===== config.mk =====
export PLATFORM = sky130hd
export DESIGN_NAME = vga_sync_gen
export DESIGN_NICKNAME = d
export VERILOG_FILES = /design/src/rtl/vga_pkg.sv /design/src/rtl/vga_pix_tick.sv /design/src/rtl/vga_sync_gen.sv
export SDC_FILE = /design/constraint.sdc
export NUM_CORES = 1
export LEC_CHECK = 0
export ABC_AREA = 1
export BUFFER_PORTS_ARGS = -buffer_cell sky130_fd_sc_hd__buf_2
export CAP_MARGIN = 20
export CORE_ASPECT_RATIO = 0.7
export CORE_MARGIN = 4
export CORE_UTILIZATION = 40
export CTS_CLUSTER_SIZE = 40
export DETAILED_ROUTE_END_ITERATION = 10
export PLACE_DENSITY = 0.68
export RECOVER_POWER = 25
export SYNTH_ARGS = -nofsm -noshare
export SYNTH_HDL_FRONTEND = slang
export SYNTH_HIERARCHICAL = 1
export SYNTH_SLANG_ARGS = --single-unit

===== constraint.sdc =====
create_clock -name clk -period 1.3 [get_ports clk]
set_input_delay 0.13 -clock clk [delete_from_list [all_inputs] [get_ports clk]]
set_output_delay 0.13 -clock clk [all_outputs]
set_load 0.01 [all_outputs]

===== src/rtl/vga_pkg.sv =====
// Shared VGA timing defaults, total-period derivation and the coordinate type.
package vga_pkg;

   localparam int COORD_W = 10;

   localparam int H_ACTIVE_DEF = 640;
   localparam int H_FP_DEF     = 16;
   localparam int H_SYNC_DEF   = 96;
   localparam int H_BP_DEF     = 48;

   localparam int V_ACTIVE_DEF = 480;
   localparam int V_FP_DEF     = 10;
   localparam int V_SYNC_DEF   = 2;
   localparam int V_BP_DEF     = 33;

   typedef logic [COORD_W-1:0] coord_t;

   function automatic int timing_total(input int active, input int fp,
                                       input int sync, input int bp);
      return active + fp + sync + bp;
   endfunction

   localparam int H_TOTAL_DEF = timing_total(H_ACTIVE_DEF, H_FP_DEF, H_SYNC_DEF, H_BP_DEF);
   localparam int V_TOTAL_DEF = timing_total(V_ACTIVE_DEF, V_FP_DEF, V_SYNC_DEF, V_BP_DEF);

endpackage


===== src/rtl/vga_pix_tick.sv =====
// Divide-by-2 pixel enable: high on every second clk, first high cycle
// ends at the second clk after reset release.
module vga_pix_tick (
   input  logic clk,
   input  logic rst_n,
   output logic tick
);

   always_ff @(posedge clk or negedge rst_n) begin
      if (!rst_n) tick <= 1'b0;
      else        tick <= ~tick;
   end

endmodule


===== src/rtl/vga_sync_gen.sv =====
// VGA sync/timing generator with registered, mutually aligned outputs.
// Optional feature: define VGA_CHECKER_EN for a 32x32 checkerboard on color_out.
module vga_sync_gen
   import vga_pkg::*;
#(
   parameter int H_ACTIVE = H_ACTIVE_DEF,
   parameter int H_FP     = H_FP_DEF,
   parameter int H_SYNC   = H_SYNC_DEF,
   parameter int H_BP     = H_BP_DEF,
   parameter int V_ACTIVE = V_ACTIVE_DEF,
   parameter int V_FP     = V_FP_DEF,
   parameter int V_SYNC   = V_SYNC_DEF,
   parameter int V_BP     = V_BP_DEF
) (
   input  logic               clk,
   input  logic               rst_n,
   output logic               hsync,
   output logic               vsync,
   output logic               video_on,
   output logic [COORD_W-1:0] pixel_x,
   output logic [COORD_W-1:0] pixel_y,
   output logic               color_out
);

   localparam int H_TOTAL = timing_total(H_ACTIVE, H_FP, H_SYNC, H_BP);
   localparam int V_TOTAL = timing_total(V_ACTIVE, V_FP, V_SYNC, V_BP);

   localparam coord_t H_LAST     = coord_t'(H_TOTAL - 1);
   localparam coord_t V_LAST     = coord_t'(V_TOTAL - 1);
   localparam coord_t H_ACT      = coord_t'(H_ACTIVE);
   localparam coord_t V_ACT      = coord_t'(V_ACTIVE);
   localparam coord_t HS_START   = coord_t'(H_ACTIVE + H_FP);
   localparam coord_t HS_END     = coord_t'(H_ACTIVE + H_FP + H_SYNC - 1);
   localparam coord_t VS_START   = coord_t'(V_ACTIVE + V_FP);
   localparam coord_t VS_END     = coord_t'(V_ACTIVE + V_FP + V_SYNC - 1);

   logic   tick;
   coord_t h_p0;
   coord_t v_p0;
   logic   hsync_p0;
   logic   vsync_p0;
   logic   video_p0;
   logic   color_p0;

   vga_pix_tick u_pix_tick (
      .clk   (clk),
      .rst_n (rst_n),
      .tick  (tick)
   );

   // Stage p0: raster counters, advanced only on pixel ticks
   always_ff @(posedge clk or negedge rst_n) begin
      if (!rst_n) begin
         h_p0 <= '0;
         v_p0 <= '0;
      end else if (tick) begin
         if (h_p0 == H_LAST) begin
            h_p0 <= '0;
            v_p0 <= (v_p0 == V_LAST) ? '0 : v_p0 + coord_t'(1);
         end else begin
            h_p0 <= h_p0 + coord_t'(1);
         end
      end
   end

   always_comb begin
      hsync_p0 = 1'b1;
      vsync_p0 = 1'b1;
      video_p0 = 1'b0;
      color_p0 = 1'b0;
      if (h_p0 >= HS_START && h_p0 <= HS_END) hsync_p0 = 1'b0;
      if (v_p0 >= VS_START && v_p0 <= VS_END) vsync_p0 = 1'b0;
      video_p0 = (h_p0 < H_ACT) && (v_p0 < V_ACT);
`ifdef VGA_CHECKER_EN
      color_p0 = video_p0 & ~(h_p0[5] ^ v_p0[5]);
`else
      color_p0 = video_p0;
`endif
   end

   // Stage p1: every output registered from the same (h,v) pair
   always_ff @(posedge clk or negedge rst_n) begin
      if (!rst_n) begin
         hsync     <= 1'b1;
         vsync     <= 1'b1;
         video_on  <= 1'b0;
         color_out <= 1'b0;
         pixel_x   <= '0;
         pixel_y   <= '0;
      end else begin
         hsync     <= hsync_p0;
         vsync     <= vsync_p0;
         video_on  <= video_p0;
         color_out <= color_p0;
         pixel_x   <= h_p0;
         pixel_y   <= v_p0;
      end
   end

endmodule


# After elaboration in Yosys (flattened, before gate mapping)
# Cells that the tools add are included.
[totals] memories=0 mem_bits_ro=0 regBits=44 latchBits=0 output_inout_bits=24 elab_cells=27 ramBits=0
[classes] n_bitwise=1 magnitude_cmp=6 n_mux=4 n_shift=0 n_eq_ne=2 multipliers=0 reduce_logical=4 div=0 n_addsub=2
[op_table] cell="$add 10x1->10 const B" n=2
[op_table] cell="$eq 10x10->1 const B" n=2
[op_table] cell="$mux 10" n=2
[op_table] cell="$ge 10x10->1 const B" n=1
[op_table] cell="$ge 10x9->1 const B" n=1
[op_table] cell="$le 10x10->1 const B" n=1
[op_table] cell="$le 10x9->1 const B" n=1
[op_table] cell="$lt 10x10->1 const B" n=1
[op_table] cell="$lt 10x9->1 const B" n=1
[op_table] cell="$logic_and 1x1->1" n=3
[op_table] cell="$mux 1" n=2
[op_table] cell="$reduce_and 2->1" n=1
[op_table] cell="$not 1->1" n=1

# Longest topological paths before layout
[depth] word_depth=3 mapped_depth=9 mapped_depth_nobuf=8

# By module
# Netlist, hierarchy kept.
[by_module_without_submodules] module="vga_sync_gen" cells_each=195 area_each_um2=1914.3 instances=1 seq_area_each_um2=1078.5
[by_module_without_submodules] module="vga_pix_tick" cells_each=2 area_each_um2=28.8 instances=1 seq_area_each_um2=25.0

# Worst setup path before layout
# OpenSTA, ideal clock, no wires.
[synth_timing] kind="register to register" from="register h_p0[0]" to="register v_p0[5]" n_path_buf=1 period_less_slack_ns=1.334 setup_slack_ns=-0.034 path_stages_with_launch=8 t_arrival_ns=1.213 setup_time_ns=0.122 cell_sequence="dfrtp_1 ha_1 nand2_1 nor2_2 nand4_4 buf_6 nand2_2 o21ai_2"
[synth_between] elab_chain_len=2
[synth_lines] element="start: declaration" line="vga_sync_gen.sv:38" rtl="coord_t h_p0;"
[synth_lines] element="start signal: assignment" line="vga_sync_gen.sv:61" rtl="h_p0 <= h_p0 + coord_t'(1);"
[synth_lines] element="$eq 10x10->1" line="vga_sync_gen.sv:57" rtl="if (h_p0 == H_LAST) begin"
[synth_lines] element="$reduce_and 2->1 (no line)"
[synth_lines] element="end signal: assignment" line="vga_sync_gen.sv:59" rtl="v_p0 <= (v_p0 == V_LAST) ? '0 : v_p0 + coord_t'(1);"
[synth_lines] element="end: declaration" line="vga_sync_gen.sv:39" rtl="coord_t v_p0;"
# Every way passes these cells.
# A chain may end at the register's enable or synchronous reset.

# Final worst setup path
[layout_timing] from="register h_p0[7]" to="register v_p0[5]"
# Same word-level chain as after synthesis.

==> impl_metrics.yaml <==
placed_design:
  dpl_cell_area_um2: 2288
  place_inst: 295
  dp_hpwl_um: 2753
  place.gp.congestion: 0.8599
  port_buffers: 25
global_route:
  grt_usage: 0.1369
  grt_pass1_wl_um: 6423
  grt_pass1_vias: 1353
  grt_max_degree: 45
  grt-ovfl-total: 0
  antenna_found_initial: 0
routing:
  vias: 1495
  drt_pre_antenna_iters: 4
  avgRoutedWirePerCell_um: 12.71
  drtIter0Drc: 78
  drc: 0
  wl_um: 3915
  ant_nets: 0
  viasPerCell: 4.854
timing:
  slew_headroom: 0.6019
  finalSetupViolCount: 5
  fin_skew_ps: 8.185
  hold_viol: 0
  period_minus_slack_ps: 1314
  drv_slew: 0
  grt_setup_unrepaired: "true"
  worstMarginPinSlew_ps: 597.1
  layout_setup_ws_ps: -14.00
  fin_crit_sh: 1.011
  max_freq_mhz: 761.0
run_status:
  status: "complete, but fails checks"
  failed_checks: "negative setup slack"
synth:
  async_flop_share: 1.000
  synthDominantCellAreaShare: 0.5409
  synth_seq_cells: 44
  seq_area_frac_synth: 0.5679
  synthCells: 197
  yosysMostFrequentCell: "nand2_1"
  synth.avg_cell_area_um2: 9.864
  yosysWarningCount: 6
  synth_area_um2: 1943
  synth_area_leaders: "dfrtp_1 (54%), nand2_1 (8.9%), inv_1 (4.6%)"
  synth_edf_count: 0
  yosysUniqueCellTypes: 29
  synth_nets: 204
  ys.flop_type: "dfrtp_1"
  yosysTopAreaCell: "dfrtp_1"
  synthTopCellsByCount: "nand2_1 (46), dfrtp_1 (42), inv_1 (24)"
power_and_ir_drop:
  power_density_nw_per_um2: 910.1
  ir_drop_mv: 0.5144
  p_total_mw: 2.314
  power_leakage_nw: 1.270
min_path:
  hp-class: "input port to asynchronous set/reset pin"
cells_and_area:
  final_layout_size_suffix_gt1_frac: 0.4466
  nNetsFinal: 259
  area_growth_pct: 30.84
  n_antenna_cell: 0
  fin_util: 0.5644
  fin_cells: 308
  fin_area_um2: 2542
setup_path:
  critPathRequiredTime_ps: 1500
  arrival_ps: 1510
  worstSetupEndpointType: "register"
  path_max_fanout: 6
  crit_type: "register to register"
  startpoint_type: "register"
die:
  num_rows: 20
  io_pins: 26
  core_um2: 4504
  chipHeight_um: 66.32
  initial_core_util: 0.4314
  dieArea_um2: 6055
  die_w_um: 91.31
clock_network:
  htree_levels: 2
  cts-root-buf: "clkbuf_8"
  clk_latency_ps: 300
  clk_pin_slew_ps: 90
  cts_num_sinks: 44
  cts_made_buffers: 5
  cts_tree: "done"
  cts_buffer_depth: 2
flow_run:
  drv_cap: 0
-- cell type report --
type / count / area [um2]
clock inverters: 2 / 15.01
well taps: 55 / 68.82
inverters: 25 / 93.84
repair buffers: 54 / 365.4
multi-input cells: 122 / 808.3
clock buffers: 6 / 82.58
fillers: 399 / 1962
flip-flops and latches: 44 / 1109
-- final timing paths --
kind | start | cells past startpoint | slack, ps | endpoint
max reg2reg | h_p0[7]$_DFFE_PN0P_ | 5 | -10 | v_p0[5]$_DFFE_PN0P_
max | h_p0[7]$_DFFE_PN0P_ | 5 | -10 | v_p0[5]$_DFFE_PN0P_
min in group clk | h_p0[4]$_DFFE_PN0P_ | 0 | 470 | pixel_x[4]$_DFF_PN0_
min | rst_n | 3 | 470 | pixel_x[9]$_DFF_PN0_
min reg2reg | h_p0[4]$_DFFE_PN0P_ | 0 | 470 | pixel_x[4]$_DFF_PN0_
max in group asynchronous | rst_n | 3 | 380 | v_p0[1]$_DFFE_PN0P_
-- power by group --
group / internal, mW / leakage, nW / switching, mW
registers: 1.37 / 0.571 / 0
clock network: 0.430 / 0.0434 / 0.485
logic: 0.00477 / 0.655 / 0.0259
-- cells by family after synthesis --
group / synth area share
buf+inv: 0.07534
simple gates: 0.2376
flops: 0.5679
xor+xnor: 0.02254
fa+ha+maj: 0.03220
compound gates: 0.06439
-- per-stage QoR --
stage | setup slack, ps | setup TNS, ps | hold WS (ps)
final | -14.00 | -34.73 | 468.8
after global routing | -65.90 | -748.7 | 496.7
after CTS | -12.34 | -34.82 | 336.6
after detailed placement | -166.9 | -724.4 | 126.7
after global placement | -67.32 | -354.6 | 125.3
after floorplan | 4.964 | 0 | -165.6
-- registers in the layout, indices dropped and copies added (netlist names) --
register	flops
hsync	1
pixel_y	10
pixel_x	10
h_p0	10
color_out	1
v_p0	10
u_pix_tick/tick	1
vsync	1
-- cells in the final DEF (no fill, tap or decap), drive strengths merged --
| master | n |
|---|---|
| o21ai | 13 |
| clkbuf | 7 |
| nor4 | 2 |
| xor2 | 2 |
| nand2 | 51 |
| clkinvlp | 2 |
| inv | 25 |
| nor2 | 18 |
| ha | 5 |
| dfstp | 2 |
| nor3 | 4 |
| nand3 | 12 |
| o211ai | 2 |
| a21o | 1 |
| dfrtp | 42 |
| xnor2 | 3 |
| a21oi | 3 |
| buf | 52 |
| nand4 | 4 |
| or2 | 2 |
| dlygate4sd3 | 1 |
-- critical path: stages, from the launching register on --
cell	delay, ps
dfrtp_1	450
nor3_4	290
nand4_4	170
buf_6	190
nand2_2	60
o21ai_2	40
-- what timing repair did --
item / CTS / global route
resized for setup: 8 / 26
hold buffers: 1 / 0
hold endpoints to repair: 42 / 0
pin swaps: 1 / 5
setup buffers: 3 / 1
endpoints found under the setup margin: 13 / 18
-- routing by layer --
layer  wire [um]  vias to the layer above  global-route usage
li1            -                      727                   -
met1        2042                      724              0.2041
met2        1654                       37              0.1888
met3         161                        7             0.03072
met4          56                        0             0.05639
met5           0                        -                   0
Note: power is estimated with default switching activity, not from simulation.
